File: config.mk
export PLATFORM = sky130hd
export DESIGN_NAME = apb2axi_txn_mgr
export DESIGN_NICKNAME = d
export VERILOG_FILES = /design/src/rtl/apb2axi_pkg.sv /design/src/rtl/apb2axi_credit_cnt.sv /design/src/rtl/apb2axi_txn_mgr.sv
export SDC_FILE = /design/constraint.sdc
export NUM_CORES = 1
export LEC_CHECK = 0
export ABC_AREA = 1
export CORE_MARGIN = 1.5
export CORE_UTILIZATION = 41
export DETAILED_ROUTE_END_ITERATION = 12
export PLACE_DENSITY = 0.87
export SLEW_MARGIN = 20
export SYNTH_ARGS = -nofsm -noshare
export SYNTH_HDL_FRONTEND = slang
export SYNTH_SLANG_ARGS = --single-unit
File: constraint.sdc
create_clock -name PCLK -period 4.6 [get_ports PCLK]
set_input_delay 1.38 -clock PCLK [delete_from_list [all_inputs] [get_ports PCLK]]
set_output_delay 1.38 -clock PCLK [all_outputs]
set_load 0.02 [all_outputs]
File: src/rtl/apb2axi_pkg.sv
// Shared types and constants for the APB-to-AXI transaction manager.
// The 4KB helper is only referenced when APB2AXI_4KB_CHECK_EN is defined.
package apb2axi_pkg;

    localparam int unsigned AXI_ADDR_W = 32;
    localparam int unsigned TAG_W      = 4;

    localparam logic [1:0] AXI_BURST_INCR = 2'b01;

    typedef struct packed {
        logic [AXI_ADDR_W-1:0] addr;
        logic [7:0]            len;
        logic [2:0]            size;
        logic                  is_write;
    } directory_entry_t;

    typedef enum logic {S_IDLE, S_ISSUE} txn_state_e;

    // Largest span is 256 beats << 7 = 32 KiB, so 17 bits hold offset + span.
    function automatic logic crosses_4kb(directory_entry_t e);
        logic [16:0] span;
        span = ({9'd0, e.len} + 17'd1) << e.size;
        return ({5'd0, e.addr[11:0]} + span) > 17'd4096;
    endfunction

endpackage

File: src/rtl/apb2axi_credit_cnt.sv
// Per-direction outstanding counter: increments on issue, decrements on completion,
// flags a completion that arrives with nothing outstanding.
module apb2axi_credit_cnt #(
    parameter int unsigned MAX_OUTSTANDING = 4,
    localparam int unsigned CNT_W = $clog2(MAX_OUTSTANDING + 1)
) (
    input  logic             PCLK,
    input  logic             PRESETn,
    input  logic             inc,
    input  logic             dec,
    output logic [CNT_W-1:0] count,
    output logic             full,
    output logic             underflow
);

    logic [CNT_W-1:0] count_q, count_d;

    always_ff @(posedge PCLK or negedge PRESETn) begin
        if (!PRESETn) begin
            count_q <= '0;
        end else begin
            count_q <= count_d;
        end
    end

    // Simultaneous inc and dec cancel out.
    always_comb begin
        count_d = count_q;
        if (inc && !dec) begin
            count_d = count_q + CNT_W'(1);
        end else if (dec && !inc && (count_q != '0)) begin
            count_d = count_q - CNT_W'(1);
        end
    end

    assign count     = count_q;
    assign full      = (count_q >= CNT_W'(MAX_OUTSTANDING));
    assign underflow = dec && !inc && (count_q == '0);

endmodule

File: src/rtl/apb2axi_txn_mgr.sv
// Pops directory descriptors and issues one AXI AR/AW beat each, gated by per-direction credit.
// Optional APB2AXI_4KB_CHECK_EN drops descriptors that would cross a 4KB boundary.
module apb2axi_txn_mgr
    import apb2axi_pkg::*;
#(
    parameter int unsigned AXI_ADDR_W      = apb2axi_pkg::AXI_ADDR_W,
    parameter int unsigned MAX_OUTSTANDING = 4,
    localparam int unsigned CNT_W = $clog2(MAX_OUTSTANDING + 1)
) (
    input  logic                  PCLK,
    input  logic                  PRESETn,
    input  logic                  dir_pending_valid,
    input  directory_entry_t      dir_pending_entry,
    input  logic [TAG_W-1:0]      dir_pending_tag,
    output logic                  dir_pending_pop,
    output logic [TAG_W-1:0]      m_axi_arid,
    output logic [AXI_ADDR_W-1:0] m_axi_araddr,
    output logic [7:0]            m_axi_arlen,
    output logic [2:0]            m_axi_arsize,
    output logic [1:0]            m_axi_arburst,
    output logic                  m_axi_arvalid,
    input  logic                  m_axi_arready,
    output logic [TAG_W-1:0]      m_axi_awid,
    output logic [AXI_ADDR_W-1:0] m_axi_awaddr,
    output logic [7:0]            m_axi_awlen,
    output logic [2:0]            m_axi_awsize,
    output logic [1:0]            m_axi_awburst,
    output logic                  m_axi_awvalid,
    input  logic                  m_axi_awready,
    input  logic                  rd_cpl_valid,
    input  logic                  wr_cpl_valid,
    output logic [CNT_W-1:0]      rd_outstanding,
    output logic [CNT_W-1:0]      wr_outstanding,
    output logic                  cpl_err,
    output logic                  busy
);

    txn_state_e            state_q, state_d;
    logic [AXI_ADDR_W-1:0] addr_q;
    logic [7:0]            len_q;
    logic [2:0]            size_q;
    logic                  is_write_q;
    logic [TAG_W-1:0]      tag_q;
    logic                  cpl_err_q;

    logic rd_full, wr_full, rd_uf, wr_uf;
    logic credit_ok, viol, take, issue, handshake;

`ifdef APB2AXI_4KB_CHECK_EN
    assign viol = crosses_4kb(dir_pending_entry);
`else
    assign viol = 1'b0;
`endif

    // Credit uses the pre-update count; a violating entry is dropped regardless of credit.
    assign credit_ok = dir_pending_entry.is_write ? !wr_full : !rd_full;
    assign take      = (state_q == S_IDLE) && dir_pending_valid && (viol || credit_ok);
    assign issue     = take && !viol;
    assign handshake = (state_q == S_ISSUE) && (is_write_q ? m_axi_awready : m_axi_arready);

    always_ff @(posedge PCLK or negedge PRESETn) begin
        if (!PRESETn) begin
            state_q <= S_IDLE;
        end else begin
            state_q <= state_d;
        end
    end

    always_comb begin
        state_d = state_q;
        unique case (state_q)
            S_IDLE:  if (issue)     state_d = S_ISSUE;
            S_ISSUE: if (handshake) state_d = S_IDLE;
            default: state_d = S_IDLE;
        endcase
    end

    always_comb begin
        dir_pending_pop = take;
        m_axi_arvalid   = (state_q == S_ISSUE) && !is_write_q;
        m_axi_awvalid   = (state_q == S_ISSUE) && is_write_q;
        busy            = (state_q != S_IDLE);
    end

    always_ff @(posedge PCLK or negedge PRESETn) begin
        if (!PRESETn) begin
            addr_q     <= '0;
            len_q      <= '0;
            size_q     <= '0;
            is_write_q <= 1'b0;
            tag_q      <= '0;
        end else if (issue) begin
            addr_q     <= AXI_ADDR_W'(dir_pending_entry.addr);
            len_q      <= dir_pending_entry.len;
            size_q     <= dir_pending_entry.size;
            is_write_q <= dir_pending_entry.is_write;
            tag_q      <= dir_pending_tag;
        end
    end

    always_ff @(posedge PCLK or negedge PRESETn) begin
        if (!PRESETn) begin
            cpl_err_q <= 1'b0;
        end else if (rd_uf || wr_uf || (take && viol)) begin
            cpl_err_q <= 1'b1;
        end
    end

    apb2axi_credit_cnt #(
        .MAX_OUTSTANDING (MAX_OUTSTANDING)
    ) u_rd_cnt (
        .PCLK      (PCLK),
        .PRESETn   (PRESETn),
        .inc       (handshake && !is_write_q),
        .dec       (rd_cpl_valid),
        .count     (rd_outstanding),
        .full      (rd_full),
        .underflow (rd_uf)
    );

    apb2axi_credit_cnt #(
        .MAX_OUTSTANDING (MAX_OUTSTANDING)
    ) u_wr_cnt (
        .PCLK      (PCLK),
        .PRESETn   (PRESETn),
        .inc       (handshake && is_write_q),
        .dec       (wr_cpl_valid),
        .count     (wr_outstanding),
        .full      (wr_full),
        .underflow (wr_uf)
    );

    assign m_axi_arid    = tag_q;
    assign m_axi_araddr  = addr_q;
    assign m_axi_arlen   = len_q;
    assign m_axi_arsize  = size_q;
    assign m_axi_arburst = AXI_BURST_INCR;
    assign m_axi_awid    = tag_q;
    assign m_axi_awaddr  = addr_q;
    assign m_axi_awlen   = len_q;
    assign m_axi_awsize  = size_q;
    assign m_axi_awburst = AXI_BURST_INCR;
    assign cpl_err       = cpl_err_q;

endmodule
==> out/metrics.yaml <==
p_per_area_mw_per_mm2: 759.8
crit_type: "primary input to primary output"
cts_max_level: 2
grt_util_met3_pct: 4.425
ant_nets: 0
ys_seq_elements: 56
clk_path_buf_depth: 2
clock_tree.root_cell: "clkbuf_8"
slowest_delay_ns: 0.61
end_kind: "primary output"
numCtsBuffers: 5
hold_path_depth: 2
startpoint_type: "primary input"
worstSkewPairLatency_ns: 0.30
fin_crit_sh_pct: 91.33
routedWlPerCell_um: 13.04
pin_count: 164
hold_path_class: "flop to flop"
rsz0062_at_grt: "false"
wirelength_um: 6663
final_cell_count_no_fill: 511
max-slew-margin-rel_pct: 66.64
area_delta_synth_final_pct: 47.83
vias_per_cell: 4.644
start_util_pct: 42.81
yosysWarnings: 0
synth_cells: 324
fin_skew_ns: 0.008116
worstMarginPinSlew_ns: 0.5004
grt_pass1_wl_um: 11080
finalHoldWorstSlack_ns: 0.5043
path_clk_slew_ns: 0.08
cts_hold_buffers: 0
grt_max_degree: 50
finalHoldViolCount: 0
cts.repair.resized: 0
cp_slowest_cell: "clkdlybuf4s50_1"
first_iter_violations: 80
grtUsageMet2_pct: 35.79
fin_util_pct: 63.28
dp.cells: 504
netlist_area_mm2: 0.002734
critPathMaxFanout: 3
antenna_found_initial: 0
slew_violations: 0
maxCapViolCount: 0
top_usage_layer: "met2"
dieArea_mm2: 0.007166
seq_area_frac_synth_pct: 51.26
cts_tree: "built"
arrival_ns: 2.82
path_cells: "clkdlybuf4s50_1 > nand2_1 > o21ai_1 > nand3_2 > inv_2 > clkdlybuf4s50_1"
drc: 0
layout_common_cells: "nand2_1 (167), clkdlybuf4s50_1 (158), dfrtp_1 (56)"
tns_ns: 0
worstPathRequired_ns: 3.22
drive_gt1_share_pct: 3.456
grt-ovfl-total: 0
leakage_nw: 1.966
layout_commonest_cell: "nand2_1"
vdd_drop_max_mv: 0.4351
num_vias: 2373
n_antenna_cell: 0
dp_hpwl_um: 5042
core_mm2: 0.006386
io_buffers: 159
min_period_ns: 4.201
fillers: 551
chipHeight_um: 84.66
die_w_um: 84.66
max_freq_ghz: 0.2380
grt_pass1_vias: 2402
fin_nets: 491
rows: 29
status: "finished clean"
final-setup-viol-count: 0
clock_sink_count: 56
cts_setup_buffers: 0
synthDistinctLibCells: 18
met1_usage_pct: 22.13
worst_path_most_repeated_cell: "clkdlybuf4s50_1"
first_pass_iters: 4
reg2regPathDepth: 8
track_usage_pct: 19.18
avgSynthCellArea_um2: 8.438
routabilityCongestion: 0.7821
[through the flow]
stage                     area (um^2)  worst slack (ns)  power (W)
after floorplan                  2741             1.318   0.002119
after global placement           3964            0.4160   0.002788
after detailed placement         3964            0.4142   0.002847
after CTS                        4041            0.4057   0.003109
after global routing             4041            0.3330   0.003277
final                            4041            0.3990   0.003070
[synth_stat cells (all sizes together)]
library cell	instances	area, um^2
dfrtp	56	1401
nand2	167	626.9
nand3	12	65.06
a21oi	1	5.000
o21ai	4	20.01
fa	2	40.04
nor2	5	18.77
conb	2	7.510
nand4	1	6.260
buf	61	483.0
nand3b	2	18.77
inv	11	41.29
[cell families (layout without fill, tap and decap cells)]
group,after synthesis,after routing,share of synthesized area (%)
AOI/OAI and AO/OA,5,5,0.9148
adders and majority gates,2,2,1.465
buffers and inverters,72,180,19.18
other,2,4,0.2747
and+or+nand+nor,187,187,26.91
DFF,56,56,51.26
[worst max-delay path, delay by kind of cell]
kind / cells / cell delay (ns)
AND/OR/NAND/NOR: 2 / 0.17
AO/OA/AOI/OAI: 1 / 0.08
buffers and inverters: 3 / 1.18
[per-layer routing]
layer	vias up	routed length [um]
met5	-	0
met2	110	3471
li1	1138	-
met1	1116	2608
met3	9	486
met4	0	97
[flip-flops by register name, summed over array words and instances, names as in the netlist]
| name | flops |
|---|---|
| u_rd_cnt.count | 3 |
| m_axi_arid | 4 |
| m_axi_arlen | 8 |
| busy | 1 |
| m_axi_arsize | 3 |
| cpl_err | 1 |
| is_write_q | 1 |
| u_wr_cnt.count | 3 |
| m_axi_araddr | 32 |
[report_power, final]
group | internal, W | total (W) | switching, W
Sequential | 0.000722 | 0.000929 | 0.000207
Combinational | 0.000895 | 0.00189 | 0.00100
Clock | 0.000104 | 0.000247 | 0.000143
Total | 0.00172 | 0.00307 | 0.00135
[layout make-up]
cell class              instances  area, um^2  share of cell area (%)
flip-flops and latches         56        1401                   34.67
inverters                      11       41.29                   1.022
well taps                      77       96.34                   2.384
clock buffers                   6       72.57                   1.796
repair buffers                162        1609                   39.81
clock inverters                 1       5.005                  0.1238
multi-input cells             198       815.8                   20.19
[final timing paths]
check	from	endpoint	slack (ns)
setup / recovery	dir_pending_entry[0]	dir_pending_pop	0.40
hold / removal	cpl_err$_DFFE_PN0P_	cpl_err$_DFFE_PN0P_	0.50
setup reg to reg	busy$_DFF_PN0_	u_rd_cnt.count[2]$_DFFE_PN0P_	2.95
hold reg to reg	cpl_err$_DFFE_PN0P_	cpl_err$_DFFE_PN0P_	0.50
max in group asynchronous	PRESETn	is_write_q$_DFFE_PN0P_	2.78
min in group asynchronous	PRESETn	m_axi_arsize[0]$_DFFE_PN0P_	1.03
(Power assumes the default switching activity.)
